**config.mk**
```make
export PLATFORM = sky130hd
export DESIGN_NAME = long_latency_scoreboard
export DESIGN_NICKNAME = d
export VERILOG_FILES = /design/src/rtl/long_latency_scoreboard.sv
export SDC_FILE = /design/constraint.sdc
export NUM_CORES = 1
export LEC_CHECK = 0
export BUFFER_PORTS_ARGS = -buffer_cell sky130_fd_sc_hd__buf_2
export CELL_PAD_IN_SITES_DETAIL_PLACEMENT = 1
export CELL_PAD_IN_SITES_GLOBAL_PLACEMENT = 1
export CORE_MARGIN = 2
export CORE_UTILIZATION = 41
export CTS_CLUSTER_DIAMETER = 120
export DETAILED_ROUTE_END_ITERATION = 16
export PLACE_DENSITY_LB_ADDON = 0.1
export SLEW_MARGIN = 20
export SYNTH_ARGS = -nofsm -noshare
export SYNTH_HDL_FRONTEND = slang
export SYNTH_SLANG_ARGS = --single-unit
export TNS_END_PERCENT = 100
```
**constraint.sdc**
```tcl
create_clock -name clk -period 4.7 [get_ports clk]
set_input_delay 0.705 -clock clk [delete_from_list [all_inputs] [get_ports clk]]
set_output_delay 0.705 -clock clk [all_outputs]
set_load 0.01 [all_outputs]
```
**src/rtl/long_latency_scoreboard.sv**
```systemverilog
// Register scoreboard for long-latency results (loads, mul/div) in the 5-stage RV32I pipeline.
// Holds decode while a source or destination register still awaits a non-forwardable result.
module long_latency_scoreboard #(
    parameter int MAX_INFLIGHT = 4,
    parameter int CNT_W        = $clog2(MAX_INFLIGHT + 1)
) (
    input  logic             clk,
    input  logic             rst,
    input  logic [4:0]       id_rs1,
    input  logic [4:0]       id_rs2,
    input  logic             id_uses_rs1,
    input  logic             id_uses_rs2,
    input  logic             issue_valid,
    input  logic [4:0]       issue_rd,
    input  logic             issue_long,
    input  logic             wb_valid,
    input  logic [4:0]       wb_rd,
    input  logic             flush,
    output logic             stall,
    output logic             issue_fire,
    output logic [31:0]      pending,
    output logic [CNT_W-1:0] inflight_cnt,
    output logic             sb_error
);

    localparam logic [CNT_W-1:0] MAX_CNT = CNT_W'(MAX_INFLIGHT);

    logic [31:0]      pending_q;
    logic [31:0]      pending_next;
    logic [CNT_W-1:0] cnt_q;
    logic [CNT_W-1:0] cnt_next;
    logic             err_q;

    logic wb_bit;
    logic wb_clear;
    logic wb_spurious;
    logic hit_rs1;
    logic hit_rs2;
    logic hit_rd;
    logic long_op;
    logic raw;
    logic waw;
    logic full;
    logic set_ev;
    logic overflow;
    logic underflow;

    // A write-back this cycle already reaches decode through the WB bypass, so it no longer counts as a hit.
    assign wb_bit      = pending_q[wb_rd];
    assign wb_clear    = wb_valid && (wb_rd != 5'd0) && wb_bit;
    assign wb_spurious = wb_valid && (wb_rd != 5'd0) && !wb_bit;

    assign hit_rs1 = pending_q[id_rs1]   && !(wb_valid && wb_rd == id_rs1);
    assign hit_rs2 = pending_q[id_rs2]   && !(wb_valid && wb_rd == id_rs2);
    assign hit_rd  = pending_q[issue_rd] && !(wb_valid && wb_rd == issue_rd);

    // A long op targeting x0 produces nothing to track, so it behaves like a short op.
    assign long_op = issue_long && (issue_rd != 5'd0);

    assign raw  = (id_uses_rs1 && hit_rs1) || (id_uses_rs2 && hit_rs2);
    assign waw  = long_op && hit_rd;
    assign full = long_op && (cnt_q == MAX_CNT) && !wb_clear;

    assign stall      = issue_valid && (raw || waw || full);
    assign issue_fire = issue_valid && !stall;
    assign set_ev     = issue_fire && long_op;

    assign overflow  = set_ev && !wb_clear && (cnt_q == MAX_CNT);
    assign underflow = wb_clear && !set_ev && (cnt_q == '0);

    // Clear first, then set, so a same-register issue and write-back leaves the bit set.
    always_comb begin
        pending_next = pending_q;
        if (wb_clear) begin
            pending_next[wb_rd] = 1'b0;
        end
        if (set_ev) begin
            pending_next[issue_rd] = 1'b1;
        end
        pending_next[0] = 1'b0;
    end

    always_comb begin
        cnt_next = cnt_q;
        if (set_ev && !wb_clear) begin
            cnt_next = cnt_q + CNT_W'(1);
        end else if (wb_clear && !set_ev) begin
            cnt_next = cnt_q - CNT_W'(1);
        end
    end

    // Flush wipes outstanding work but keeps any recorded error; counter faults freeze state.
    always_ff @(posedge clk) begin
        if (rst) begin
            pending_q <= '0;
            cnt_q     <= '0;
            err_q     <= 1'b0;
        end else if (flush) begin
            pending_q <= '0;
            cnt_q     <= '0;
        end else begin
            if (overflow || underflow) begin
                err_q <= 1'b1;
            end else begin
                pending_q <= pending_next;
                cnt_q     <= cnt_next;
            end
            if (wb_spurious) begin
                err_q <= 1'b1;
            end
        end
    end

    assign pending      = pending_q;
    assign inflight_cnt = cnt_q;
    assign sb_error     = err_q;

endmodule

```
# Yosys cells after proc, flatten, opt, wreduce, memory -nomap -nowiden
# Index checks and enable logic that the tools add are counted.
dict set report totals {
  regBits 35
  input_bits 28
  output_inout_bits 38
  wordCells 81
}
dict set report classes {
  n_addsub 2
  magnitude_cmp 6
  n_eq_ne 4
  muxes 18
  n_bitwise 5
  n_reduce_logical 43
}
# op n
set op_table {}
lappend op_table {{$mux 32} 2}
lappend op_table {{$and 32x32->32} 1}
lappend op_table {{$not 32->32} 1}
lappend op_table {{$or 32x32->32} 1}
lappend op_table {{$logic_and 1x1->1} 24}
lappend op_table {{$lt 5x6->1 const B} 4}
lappend op_table {{$bmux 1 s5} 4}
lappend op_table {{$eq 5x5->1} 3}
lappend op_table {{$demux 1 s5} 2}
lappend op_table {{$ge 5x1->1 const B} 2}
lappend op_table {{$reduce_bool 5->1} 2}
lappend op_table {{$mux 1} 8}
lappend op_table {{$logic_not 1->1} 7}
lappend op_table {{$mux 3} 2}
lappend op_table {{$logic_or 1x1->1} 4}
lappend op_table {{$reduce_and 2->1} 2}
lappend op_table {{$reduce_bool 2->1} 2}
lappend op_table {{$add 3x1->3 const B} 1}
lappend op_table {{$eq 3x3->1 const B} 1}
lappend op_table {{$logic_not 3->1} 1}
lappend op_table {{$sub 3x1->3 const B} 1}
lappend op_table {{$not 1->1} 2}
lappend op_table {{$reduce_or 2->1} 1}

# Longest topological paths before layout
dict set report depth {
  word_depth 18
  mapped_depth 17
  mapped_depth_nobuf 14
}

# Least setup slack after synthesis
# Ideal clock, no wire load.
dict set report synth_path {
  path_type {input port to flip-flop}
  start {input port wb_rd[1]}
  end {register pending_q[17] (netlist: pending[17])}
  setup_time_ps 69
  arrival_time_ps 3643
  required_ps 4631
  path_slack_ps 988
  cell_stages 17
  path_buffers 3
  path_cell_list {buf_6 -> buf_2 -> mux2i_1 -> nand3_1 -> nand3_1 -> a41oi_4 -> or4b_4 -> nand3b_2 -> buf_4 -> nor2_1 -> ha_1 -> mux2i_1 -> nor3_1 -> or3_1 -> nor2_1 -> nand2_1 -> o21ai_1}
}
dict set report synth_between {
  elab_chain_cells 16
  word_cells_on_any_way 45
  classes_between {2 x order compare; 3 x eq/ne; 6 x mux; 3 x bitwise; 31 x reduce/logical}
}
# item line
set synth_rtl {}
lappend synth_rtl {{start: declaration} 17} ;# input logic [4:0] wb_rd,
lappend synth_rtl {{branches (longest 16 deep; another with $lt 5x6->1)} -}
lappend synth_rtl {{end signal: assignment} 105} ;# pending_q <= pending_next;
lappend synth_rtl {{end: declaration} 28} ;# logic [31:0] pending_q;
# Several ways; the timed one is not identified. The select of a mux whose other input is x is not followed.
# A chain may end at the register's enable or synchronous reset.

# Worst setup path in the final report
dict set report layout_path {
  start {input port wb_rd[1]}
  end {register pending_q[19] (netlist: pending[19])}
}
# The elaborated chain is that of the path after synthesis.

==> flow_metrics.py <==
metrics = {
    "clocking": {
        "root_buffer": "clkbuf_8",
        "clk-insertion-delay-late_ns": 0.29,
        "hold_buffers": 0,
        "cts_setup_buffers": 0,
        "cts_made_buffers": 5,
        "cts_resized": 0,
        "clk_pin_slew_ns": 0.07,
        "cts_sinks": 35,
        "cts_tree": "built",
        "clk_path_buf_depth": 2,
        "htreeDepth": 2,
    },
    "layout": {
        "nets": 450,
        "antenna_cells": 0,
        "final_common_cell": "buf_2",
        "area_growth_pct": 13.2,
        "final_cell_mix": "buf_2, nand2_1, mux2i_1",
        "layout-drive-gt1-share_pct": 23.6,
    },
    "floorplanning": {
        "die_h_um": 90.8,
        "initial_core_util_pct": 42.4,
        "coreArea_sq_mm": 0.00729,
        "die_area_sq_mm": 0.00825,
        "rows": 31,
        "pin_count": 66,
        "die_x_um": 90.8,
    },
    "worst_hold_path": {
        "worstHoldEndpoint": "sb_error",
        "hold_path.class": "register to register",
        "holdPathStages": 2,
        "hp-start": "sb_error",
    },
    "power": {
        "cellLeakagePower_nw": 1.39,
        "intPower_mw": 0.483,
        "p_per_area_mw_per_mm2": 206,
        "power_frac_clock_pct": 33.3,
        "switching_share_pct": 33.0,
        "ir_worst_vdd_v": 0.000103,
        "p_seq_share_pct": 42.2,
        "p_switching_mw": 0.238,
        "p_comb_share_pct": 24.5,
    },
    "critical_path": {
        "end_kind": "register",
        "path_class": "primary input to register",
        "arrival_ns": 4.29,
        "r2r_slack_ns": 1.14,
        "rr_startpoint": "pending[15]",
        "cp_slowest_stage_delay_ns": 0.53,
        "crit_top_cell": "nor2_1",
        "crit_fanout": 23,
        "r2r_cells": 14,
        "cpMaxStageDelayCell": "or4b_4",
        "r2r_end": "pending[19]",
        "cp_cell_sequence": "buf_2 -> mux2_1 -> a2bb2oi_1 -> nand3_1 -> a41oi_4 -> or4b_4 -> nand3b_2 -> nor2_1 -> ha_1 -> mux2i_1 -> nor3_1 -> or3_1 -> nor2_1 -> nand2_1 -> o21ai_1",
        "required_ns": 4.92,
        "critPathLaunchType": "primary input",
    },
    "drt": {
        "num_vias": 3181,
        "wirelength_um": 11500,
        "first_iter_violations": 204,
        "post_drt_wl_per_cell_um": 22.1,
        "firstDrtPassIters": 4,
        "via_per_inst": 6.13,
        "detail-route-antenna-nets": 0,
        "drc_errors": 0,
    },
    "synthesis": {
        "synthCells": 373,
        "synth_seq_cells": 35,
        "yosys_warnings": 0,
        "synth_cell_type_count": 48,
        "syn-mean-instance-area_sq_um": 8.29,
        "yosysSeqAreaShare_pct": 22.7,
        "ys_async_sr_fraction_pct": 0,
        "syn_nets": 404,
        "synth_flop_cell": "dfxtp_1",
        "synth_edf_count": 0,
        "syn_area_sq_mm": 0.00309,
    },
    "placement": {
        "gp_congestion": 0.877,
        "hpwl_um": 8520,
        "port_buffers": 64,
    },
    "sta": {
        "setup_viol": 0,
        "final-max-slew-violation-count": 0,
        "fmax_mhz": 246,
        "final.period_utilization_pct": 86.5,
        "rsz0062_at_grt": "no",
        "worstMarginPinSlew_ns": 0.993,
        "finalClockSkew_ns": 0.00769,
        "fin_hold_ws_ns": 0.483,
        "setup_tns_ns": 0,
        "slew_headroom_pct": 33.3,
        "period_minus_slack_ns": 4.06,
        "timing_hold_violations_final": 0,
    },
    "run_status": {
        "status": "finished clean",
    },
    "global_routing": {
        "grt.overflow.total": 0,
        "antenna_found_initial": 0,
        "grt_max_degree": 33,
        "grt_pass1_wl_um": 17800,
        "grtUsageTotal_pct": 27.6,
        "grt_pass1_vias": 3191,
    },
    "flow_run": {
        "cap_violations": 0,
    },
}
per-stage QoR:
step,power [mW],util (%),worst slack [ns],std cells,area [sq um]
global route,0.751,48.0,0.458,519,3500
CTS,0.722,47.9,0.683,519,3490
floorplan,0.441,-,0.988,373,3090
detailed placement,0.485,46.6,0.387,511,3400
finish,0.721,48.0,0.637,519,3500
global placement,0.483,46.6,0.559,511,3400
Yosys cell counts (8+ instances only):
master    instances  area, sq um
nand2_1          58          218
mux2i_1          41          410
dfxtp_1          35          701
o21ai_1          34          170
o211ai_1         33          248
nor2_1           20         75.1
mux4_2           13          293
xnor2_1          13          114
a21oi_1          12         60.1
clkbuf_1         11         41.3
nand3_1          11         55.1
buf_2             8         40.0
inv_1             8         30.0
critical path, delay by kind of cell:
family                   cells  cell delay (ns)
AND/OR/NAND/NOR              8             1.85
multiplexers                 2             0.53
buffers and inverters        1             0.48
AO/OA/AOI/OAI                3             0.48
adder cells (fa/ha/maj)      1             0.23
layout make-up:
type                       instances  area (sq um)
fill                             931          3790
inverter                           8          30.0
clock buffer                       7          86.3
timing repair buffer              67           343
clock inverter                     1          8.76
sequential                        35           701
tap                               99           124
multi-input combinational        302          2210
metal layers:
metal	up-vias	track usage (%)	wire length [um]
li1	1456	-	-
met1	1607	37.3	5150
met2	105	45.8	5470
met3	13	3.34	618
met4	0	9.09	214
met5	-	0	0
logic make-up after synthesis:
logic type               count (synthesis)  synth area share, %
XOR/XNOR                                18                 5.10
AO/OA/AOI/OAI                           99                 21.2
other                                    1                0.121
buffers and inverters                   36                 6.15
multiplexers                            59                 24.6
adder cells (fa/ha/maj)                  3                 1.46
AND/OR/NAND/NOR                        122                 18.7
flip-flops                              35                 22.7
flip-flops by register name (all words and copies together), names as in the netlist:
register	cells
pending	31
inflight_cnt	3
sb_error	1
power by group through the flow:
stage	sequential, mW	clock [mW]	combinational, mW
4_1_cts	0.304	0.243	0.175
6_report	0.304	0.240	0.177
5_1_grt	0.305	0.256	0.190
3_3_place_gp	0.311	0	0.172
3_5_place_dp	0.311	0	0.174
2_1_floorplan	0.311	0	0.129
worst max path at each step:
stage                   to  startpoint  slack, ns  cells past startpoint
6_report       pending[19]    wb_rd[1]       0.64                     15
5_1_grt        pending[14]    wb_rd[1]       0.46                     15
4_1_cts        pending[19]    wb_rd[1]       0.68                     15
3_5_place_dp   pending[19]    wb_rd[1]       0.39                     15
3_3_place_gp   pending[16]    wb_rd[1]       0.56                     15
2_1_floorplan  pending[17]    wb_rd[1]       0.99                     17
Note: power is estimated with default switching activity, not from simulation.
